[src/rtl/scaled_event_counter.sv]
`default_nettype none
// ============================================================================
//  Module   : scaled_event_counter
//  Purpose  : Prescaled up/down event counter. A prescaler divides clkin by
//             a selectable fast/slow ratio. Each prescaler wrap produces a
//             tick, toggles clkout and steps the main counter. A wrap strobe
//             flags a main-counter rollover.
//  Revision : 1.0  initial release
// ============================================================================
module scaled_event_counter #(
   parameter int WIDTH    = 8,
   parameter int PRE_W    = 7,
   parameter int DIV_SLOW = 100,
   parameter int DIV_FAST = 4
) (
   input  logic             clkin,
   input  logic             reset,
   input  logic             fast,
   input  logic             enable,
   input  logic             up,
   input  logic             load,
   input  logic [WIDTH-1:0] load_val,
   output logic             clkout,
   output logic             tick,
   output logic             wrap,
   output logic [WIDTH-1:0] counter,
   output logic [PRE_W-1:0] clkcounter
);

   // Terminal prescaler values (DIV-1) for each rate, plus unit increments
   localparam logic [PRE_W-1:0] c_last_slow = PRE_W'(DIV_SLOW - 1);
   localparam logic [PRE_W-1:0] c_last_fast = PRE_W'(DIV_FAST - 1);
   localparam logic [PRE_W-1:0] c_pre_one   = PRE_W'(1);
   localparam logic [WIDTH-1:0] c_cnt_one   = WIDTH'(1);

   logic             r_fast_q;        // registered rate select
   logic [PRE_W-1:0] w_last;          // terminal prescaler value at current rate
   logic             w_rate_chg;      // requested rate differs from active rate
   logic             w_period_end;    // this edge is a prescaler wrap event
   logic             w_advance;       // this edge increments the prescaler
   logic [WIDTH-1:0] w_counter_next;  // main counter after one step
   logic             w_rollover;      // stepping would cross the 0/all-ones seam

   // Decode what this edge does; load outranks a rate change, which outranks counting
   always_comb begin
      w_last       = r_fast_q ? c_last_fast : c_last_slow;
      w_rate_chg   = (fast != r_fast_q);
      w_period_end = 1'b0;
      w_advance    = 1'b0;
      if (!load && !w_rate_chg && enable) begin
         // ">=" rather than "==" so a stray value can never count past the period
         if (clkcounter >= w_last) begin
            w_period_end = 1'b1;
         end else begin
            w_advance = 1'b1;
         end
      end
   end

   // Next main-counter value and rollover detection for the current direction
   always_comb begin
      w_counter_next = counter;
      w_rollover     = 1'b0;
      if (up) begin
         w_counter_next = counter + c_cnt_one;
         w_rollover     = &counter;
      end else begin
         w_counter_next = counter - c_cnt_one;
         w_rollover     = (counter == '0);
      end
   end

   // Prescaler and active-rate register; load and rate change both restart the period
   always_ff @(posedge clkin or negedge reset) begin
      if (!reset) begin
         r_fast_q   <= 1'b0;
         clkcounter <= '0;
      end else if (load || w_rate_chg) begin
         r_fast_q   <= fast;
         clkcounter <= '0;
      end else if (w_period_end) begin
         clkcounter <= '0;
      end else if (w_advance) begin
         clkcounter <= clkcounter + c_pre_one;
      end
   end

   // Main counter and divided clock; load writes the counter but leaves clkout alone
   always_ff @(posedge clkin or negedge reset) begin
      if (!reset) begin
         counter <= '0;
         clkout  <= 1'b0;
      end else if (load) begin
         counter <= load_val;
      end else if (w_period_end) begin
         counter <= w_counter_next;
         clkout  <= ~clkout;
      end
   end

   // Single-cycle strobes aligned with the edge that updates counter and clkout
   always_ff @(posedge clkin or negedge reset) begin
      if (!reset) begin
         tick <= 1'b0;
         wrap <= 1'b0;
      end else begin
         tick <= w_period_end;
         wrap <= w_period_end & w_rollover;
      end
   end

endmodule
`default_nettype wire

[config.mk]
export PLATFORM = sky130hd
export DESIGN_NAME = scaled_event_counter
export DESIGN_NICKNAME = d
export VERILOG_FILES = /design/src/rtl/scaled_event_counter.sv
export SDC_FILE = /design/constraint.sdc
export NUM_CORES = 1
export LEC_CHECK = 0
export CAP_MARGIN = 20
export CORE_MARGIN = 3
export CORE_UTILIZATION = 45
export DETAILED_ROUTE_END_ITERATION = 8
export PLACE_DENSITY = 0.75
export REMOVE_ABC_BUFFERS = 1
export SYNTH_ARGS = -nofsm -noshare
export SYNTH_HDL_FRONTEND = slang
export SYNTH_SLANG_ARGS = --single-unit
[constraint.sdc]
create_clock -name clkin -period 2.7 [get_ports clkin]
set_clock_uncertainty 0.1 [all_clocks]
set_input_delay 0.405 -clock clkin [delete_from_list [all_inputs] [get_ports clkin]]
set_output_delay 0.405 -clock clkin [all_outputs]
set_load 0.05 [all_outputs]
* After elaboration in Yosys (flattened, before gate mapping)
Cells that the tools add are included.
** Storage, ports and cells
- Memory bits (read-only) :: 0
- Input port bits :: 14
- Output and inout port bits :: 18
- Bits in writable memories :: 0
- Register bits after elaboration :: 19
- Word-level logic and storage cells :: 36
- Latch bits :: 0
- Memories :: 0
** Operators by class
- Div/mod/pow operators :: 0
- Equality and inequality tests :: 1
- Add/sub/neg operators :: 3
- Multiplexer cells :: 12
- Shift operators :: 0
- Reductions and logical operators :: 10
- Bitwise logic cells :: 3
- $mul :: 0
- Order comparisons :: 1
** Operators by type and width (number)
- two-way mux 7 bit :: 4
- two-way mux 8 bit :: 3
- adder 8 x 1 -> 8 bit (second input constant) :: 1
- zero test 8 bit :: 1
- AND reduction 8 bit :: 1
- subtractor 8 x 1 -> 8 bit (second input constant) :: 1
- adder 7 x 1 -> 7 bit (second input constant) :: 1
- greater-or-equal comparator 7 bit :: 1
- two-way mux 1 bit :: 5
- nonzero test 3 bit :: 1
- logical AND 1 bit :: 2
- zero test 1 bit :: 2
- inverter 1 bit :: 2
- AND reduction 2 bit :: 1
- nonzero test 2 bit :: 1
- AND 1 bit :: 1
- logical OR 1 bit :: 1
- != test 1 bit :: 1

* Depth between registers and ports, before layout
Gate-level depths: netlist of the first run.
- Depth after elaboration :: 8
- Mapped depth :: 7
- Depth with buffers taken out :: 7

* Worst setup path after synthesis of the first run
OpenSTA, ideal clock, no wires.
- Path type :: register -> register
- From :: register counter[4]
- To :: register counter[7]
- Period minus slack after synthesis :: 2496 ps
- Data arrival time :: 2327 ps
- Stages on the path, launching flop included :: 7
- Path slack :: 204 ps
- Data required time :: 2531 ps
- Library setup time :: 69 ps
- Path buffers :: 0
- Cells stage by stage :: dfrtp_1 -> ha_1 -> and2_4 -> a311o_1 -> o2111a_1 -> or4b_1 -> nand3_1
** Between the ends
- Word-level cells in the longest chain between the ends :: 4
- Elaborated cells on any way between the ends :: 5
- Those cells by class :: add/sub: 2; mux: 3
** Ends and longest elaborated chain
- start: declaration :: RTL line 26 : output logic [WIDTH-1:0] counter,
- start signal: assignment :: RTL line 94 : counter <= load_val;
- start signal: assignment :: RTL line 96 : counter <= w_counter_next;
- subtractor 8 x 1 -> 8 bit / adder 8 x 1 -> 8 bit (equally long branches) :: RTL line 68, 65
- two-way mux 8 bit (*) :: RTL line 64 : if (up) begin
- two-way mux 8 bit (*) :: RTL line 95 : end else if (w_period_end) begin
- two-way mux 8 bit (*) :: RTL line 93 : end else if (load) begin
Mark *: on every way between the ends. The rest lies on a longest branch, timed or not. The select of a mux whose other input is x is not followed.
A chain may end at the register's enable or synchronous reset.

* Worst setup path after layout of the first run
- From :: input port up
- To :: register counter[7]
** Between the ends
- Word-level cells in the longest chain between the ends :: 3
** Ends and longest elaborated chain
- start: declaration :: RTL line 20 : input logic up,
- two-way mux 8 bit :: RTL line 64
- two-way mux 8 bit :: RTL line 95
- two-way mux 8 bit :: RTL line 93
Every way passes these cells. The select of a mux whose other input is x is not followed.

==> results of run 1 <==
layer usage:
layer,part of all wire,track usage,vias to the layer above
li1,-,-,591
met1,0.44,0.269,587
met2,0.49,0.361,35
met3,0.055,0.0356,7
met4,0.020,0.0894,0
met5,0,0,-
through the flow:
step / cell area (um^2) / setup WS, ps / setup TNS [ps]
6_report: 1700 / 212 / 0
2_1_floorplan: 1220 / 204 / 0
5_1_grt: 1700 / 130 / 0
3_3_place_gp: 1670 / -55.3 / -84.1
4_1_cts: 1700 / 211 / 0
3_5_place_dp: 1670 / -107 / -216
cell usage in the layout (no fill, tap or decap), types with 2 or more instances in the layout:
cell type        Yosys  final
xor2_1               3      3
nand3_1              9      9
a21oi_1              9      9
buf_4                0     14
a2bb2oi_1            2      2
clkdlybuf4s50_1      0     31
mux2i_1              2      2
clkbuf_4             0      3
nor4_1               4      4
dfrtp_1             19     19
ha_1                 9      9
nor3_1               5      5
nand2_1             10     10
a21o_1               3      3
nor2_1               3      3
inv_1                2      2
o21ai_0             16     16
and3_1               3      3
nand4_1              2      2
xnor2_1              6      6
state kept, by name, summed over array words and instances (netlist names):
| signal | count |
|---|---|
| clkcounter | 7 |
| r_fast_q | 1 |
| counter | 8 |
| clkout | 1 |
| tick | 1 |
| wrap | 1 |
power groups by stage:
stage,sequential (mW),combinational (mW),clock (mW)
final,0.321,0.247,0.152
after global routing,0.324,0.268,0.174
after CTS,0.321,0.247,0.155
after detailed placement,0.326,0.247,0
after global placement,0.326,0.239,0
after floorplan,0.368,0.0973,0
kinds of logic after synthesis:
group           count (synthesis)
simple gates                   44
compound gates                 41
flops                          19
fa+ha+maj                      10
xor+xnor                        9
buf+inv                         6
mux                             2
final cells by class:
class	instances	area share
Multi-Input combinational cell	106	0.430
Sequential cell	19	0.280
Timing Repair Buffer	45	0.245
Tap cell	30	0.0221
Clock buffer	3	0.0133
Inverter	3	0.00663
Clock inverter	1	0.00295
worst max-delay path by stage:
stage	startpoint	endpoint	cells past startpoint
after global placement	up	counter[7]	8
final	up	counter[7]	8
after CTS	up	counter[7]	8
after floorplan	counter[4]	counter[7]	6
after detailed placement	up	counter[7]	8
after global routing	up	counter[7]	8
worst max-delay path, cell delays in order:
cell	delay (ps)
clkdlybuf4s50_1	470
inv_1	70
buf_4	160
ha_1	310
a311o_1	400
o2111a_1	280
or4b_1	460
nand3_1	90
==> impl_metrics.json, run 1 <==
{
  "register_area_um2": 475,
  "holdPathEnd": "clkout",
  "netlist_top_cells_count": "dfrtp_1 (19), o21ai_0 (16), nand2_1 (10)",
  "yosysTopAreaCell": "dfrtp_1",
  "synthCells": 131,
  "syn_avg_cell_area_um2": 9.38,
  "antenna_found_initial": 0,
  "hp-start": "clkout",
  "outcome": "finished, final reports clean",
  "sw_frac_of_total": 0.349,
  "cp_data_arrival_time_ps": 2640,
  "grtUsageTotal": 0.214,
  "synthFlopType": "dfrtp_1",
  "p_switching_uw": 252,
  "wl_per_cell_um": 15.3,
  "fin_crit_sh": 0.922,
  "cts_root_buf": "clkbuf_4",
  "r2r_end": "counter[7]",
  "die-area_um2": 3390,
  "grt_pass1_wl_um": 5550,
  "rows": 18,
  "cts_buffers": 3,
  "gr-total-overflow": 0,
  "crit_fanout": 6,
  "cts_hold_buf": 0,
  "crit_required_ps": 2860,
  "r2r_setup_slack_ps": 430,
  "reg2reg_from": "counter[4]",
  "cts_tree": "yes",
  "synth_seq_area_share": 0.387,
  "p_int_uw": 469,
  "worstMarginPinSlew_ps": 854,
  "io_pins": 32,
  "route.detailed.drc": 0,
  "synth_xor_area_frac": 0.0642,
  "die_h_um": 58.3,
  "combPwrFrac": 0.343,
  "worst_slew_margin_rel": 0.429,
  "drt-initial-drc-count": 25,
  "synth_most_common_cell": "dfrtp_1",
  "slew_violations": 0,
  "cts_resized": 0,
  "final-hold-violation-count": 0,
  "ys_warn_count": 0,
  "cts.reportedPaths.clkPinSlew_ps": 120,
  "crit_type": "input pin to flop",
  "wl_um": 3170,
  "hp-class": "flop to flop",
  "synthAdderAreaFrac": 0.108,
  "rsz0062_at_grt": "no",
  "multiInputGateArea_um2": 731,
  "design_power_total_uw": 720,
  "clock.fmax_mhz": 402,
  "p_seq_frac": 0.446,
  "drv_cap": 0,
  "hold-worst-slack_ps": 387,
  "setup_viol": 0,
  "yosysUniqueCellTypes": 39,
  "peakVddDrop_mv": 0.295,
  "final_nets": 202,
  "end_kind": "flop",
  "fill_cells": 213,
  "synthSimpleGateAreaFrac": 0.193,
  "drive_gt1_frac": 0.136,
  "io_buffers": 31,
  "htree_num_levels": 1,
  "syn_area_um2": 1230,
  "start_kind": "input pin",
  "cts_buffer_depth": 2,
  "synth_top_area_frac": 0.387,
  "power.density_nw_per_um2": 424,
  "first_pass_iters": 4,
  "core_um2": 2540,
  "dp_hpwl_um": 2500,
  "reg2regPathDepth": 6,
  "postLayoutCoreUtil": 0.667,
  "vias": 1220,
  "clockPowerShare": 0.212,
  "start_util": 0.483,
  "grt_max_degree": 20,
  "synth_edf_count": 0,
  "antenna_left": 0,
  "p_leak_nw": 0.747,
  "fin_cells": 207,
  "period_minus_slack_ps": 2490,
  "ys_seq_elements": 19,
  "synth_compound_area_frac": 0.213,
  "dp_cells": 203,
  "clkLatencyLatePin_ps": 310,
  "synthArstFlopShare": 1.00,
  "hold_path_depth": 1,
  "synth_mux_area_frac": 0.0163,
  "fp.dieW_um": 58.3,
  "diodes": 0,
  "place_congestion": 0.852,
  "via_per_inst": 5.89,
  "grt_pass1_vias": 1215,
  "ys_top_cells_by_area": "dfrtp_1 (39%), ha_1 (9.2%), o21ai_0 (6.5%)",
  "syn_to_final_growth_pct": 38.2,
  "synth_top_family_by_area": "compound AO/OA/AOI/OAI gates",
  "cts_setup_buffers": 0,
  "cts_num_sinks": 19
}
(Power assumes the default switching activity.)
==> inputs of run 2 (changes only) <==
--- a/config.mk
+++ b/config.mk
@@ -6,10 +6,12 @@
 export NUM_CORES = 1
 export LEC_CHECK = 0
 export CAP_MARGIN = 20
+export CELL_PAD_IN_SITES_DETAIL_PLACEMENT = 1
+export CELL_PAD_IN_SITES_GLOBAL_PLACEMENT = 1
 export CORE_MARGIN = 3
-export CORE_UTILIZATION = 45
+export CORE_UTILIZATION = 36
 export DETAILED_ROUTE_END_ITERATION = 8
-export PLACE_DENSITY = 0.75
+export PLACE_DENSITY_LB_ADDON = 0.1
 export REMOVE_ABC_BUFFERS = 1
 export SYNTH_ARGS = -nofsm -noshare
 export SYNTH_HDL_FRONTEND = slang
==> run 2 against run 1 <==
Effect of this change:
- die area grew 22%
- first-iteration DRC count grew 88%
- design area increased by 2.4%
- combinational power barely moved
- worst hold slack worse by 62 ps
- clock power hardly changed
- largest power group unchanged
- fmax barely moved
==> impl_metrics.json, run 2 (same netlist as run 1, synthesis figures left out) <==
{
  "final_cell_mix": "clkdlybuf4s50_1 (31), dfrtp_1 (19), buf_4 (17)",
  "htree_num_levels": 1,
  "top_register": "counter",
  "gr-total-overflow": 0,
  "grt_max_degree": 20,
  "clock.fmax_mhz": 402,
  "crit_fanout": 4,
  "combPwrFrac": 0.343,
  "cts_root_buf": "clkbuf_4",
  "worstPathCellList": "clkdlybuf4s50_1 -> inv_1 -> buf_4 -> ha_1 -> a311o_1 -> o2111a_1 -> or4b_1 -> nand3_1",
  "via_per_inst": 5.44,
  "dp_slack_ps": -117,
  "max_stage_delay_ps": 470,
  "p_leak_nw": 0.760,
  "final_nets": 205,
  "crit_type": "input pin to flop",
  "fin_cells": 224,
  "first_pass_iters": 4,
  "cts_tree": "yes",
  "clockPowerShare": 0.214,
  "setup_viol": 0,
  "dp_hpwl_um": 2850,
  "grt_pass1_wl_um": 6420,
  "fp.dieW_um": 64.4,
  "place_congestion": 0.891,
  "core_um2": 3150,
  "cts_resized": 0,
  "cts_buffer_depth": 2,
  "vias": 1219,
  "sw_frac_of_total": 0.352,
  "top_regs": "counter: 8 flops, clkcounter: 7 flops",
  "final-hold-violation-count": 0,
  "worst_slew_margin_rel": 0.666,
  "die-area_um2": 4150,
  "reg2reg_from": "counter[4]",
  "cp_data_arrival_time_ps": 2640,
  "p_switching_uw": 255,
  "peakVddDrop_mv": 0.192,
  "route.detailed.drc": 0,
  "rows": 20,
  "hp-class": "input pin to async pin",
  "syn_to_final_growth_pct": 41.4,
  "drive_gt1_frac": 0.150,
  "start_kind": "input pin",
  "die_h_um": 64.4,
  "crit_required_ps": 2850,
  "antenna_left": 0,
  "worst_slack_ps": 213,
  "drv_cap": 0,
  "wl_um": 3520,
  "cts_buffers": 3,
  "p_seq_frac": 0.443,
  "grtUsageTotal": 0.192,
  "antenna_found_initial": 0,
  "start_util": 0.390,
  "cp_slowest_cell": "clkdlybuf4s50_1",
  "final_common_cell": "clkdlybuf4s50_1",
  "grt_pass1_vias": 1363,
  "fin_setup_tns_ps": 0,
  "r2r_setup_slack_ps": 450,
  "slew_violations": 0,
  "cts.reportedPaths.clkPinSlew_ps": 120,
  "io_buffers": 31,
  "period_minus_slack_ps": 2490,
  "r2r_end": "counter[7]",
  "p_int_uw": 470,
  "drt-initial-drc-count": 47,
  "wl_per_cell_um": 15.7,
  "clkLatencyLatePin_ps": 300,
  "placed_area_um2": 1710,
  "end_kind": "flop",
  "cts_hold_buf": 0,
  "diodes": 0,
  "worstMarginPinSlew_ps": 500,
  "io_pins": 32,
  "fin_crit_sh": 0.921,
  "final_area_um2": 1740,
  "cts_setup_buffers": 0,
  "rsz0062_at_grt": "no",
  "dp_cells": 220,
  "largest_reg_flops": 8,
  "outcome": "finished, final reports clean",
  "reg2regPathDepth": 6,
  "power.density_nw_per_um2": 417,
  "cts_num_sinks": 19
}
[run 2: cell count changes in the layout (fill, tap and decap cells not counted)]
cell   change
buf_4      +3
[run 2: metrics by stage]
step / total power [mW] / hold WS [ps] / util
2_1_floorplan: 0.466 / 9.41 / -
3_3_place_gp: 0.568 / 361 / 0.542
3_5_place_dp: 0.577 / 370 / 0.542
4_1_cts: 0.730 / 335 / 0.551
5_1_grt: 0.774 / 325 / 0.551
6_report: 0.725 / 325 / 0.551
[run 2: layout make-up]
| type | instances | area, um^2 |
|---|---|---|
| Clock buffer | 3 | 22.5 |
| Clock inverter | 1 | 5.00 |
| Fill cell | 388 | 1420 |
| Inverter | 3 | 11.3 |
| Multi-Input combinational cell | 106 | 731 |
| Sequential cell | 19 | 475 |
| Tap cell | 44 | 55.1 |
| Timing Repair Buffer | 48 | 438 |
[run 2: worst max-delay path by stage]
stage | startpoint | end | depth (start not counted)
after floorplan | counter[4] | counter[7] | 6
after global placement | up | counter[7] | 8
after detailed placement | up | counter[7] | 8
after CTS | up | counter[7] | 9
after global routing | up | counter[7] | 9
final | up | counter[7] | 8
[run 2: critical path, delay by kind of cell]
| kind | cells | cell delay, ps |
|---|---|---|
| AO/OA/AOI/OAI | 2 | 670 |
| adder cells (fa/ha/maj) | 1 | 310 |
| buffers and inverters | 3 | 700 |
| AND/OR/NAND/NOR | 2 | 550 |
[run 2: metal layers]
| metal | global-route usage | up-vias | routed length (um) |
|---|---|---|---|
| met5 | 0 | - | 0 |
| met4 | 0.0422 | 0 | 27 |
| met3 | 0.0347 | 4 | 136 |
| met2 | 0.329 | 24 | 1700 |
| met1 | 0.251 | 599 | 1660 |
| li1 | - | 592 | - |
[run 2: power groups by stage]
| stage | registers (mW) | clock network (mW) | logic [mW] |
|---|---|---|---|
| finish | 0.321 | 0.155 | 0.249 |
| global route | 0.326 | 0.177 | 0.272 |
| CTS | 0.322 | 0.157 | 0.251 |
| detailed placement | 0.327 | 0 | 0.249 |
| global placement | 0.325 | 0 | 0.243 |
| floorplan | 0.368 | 0 | 0.0973 |
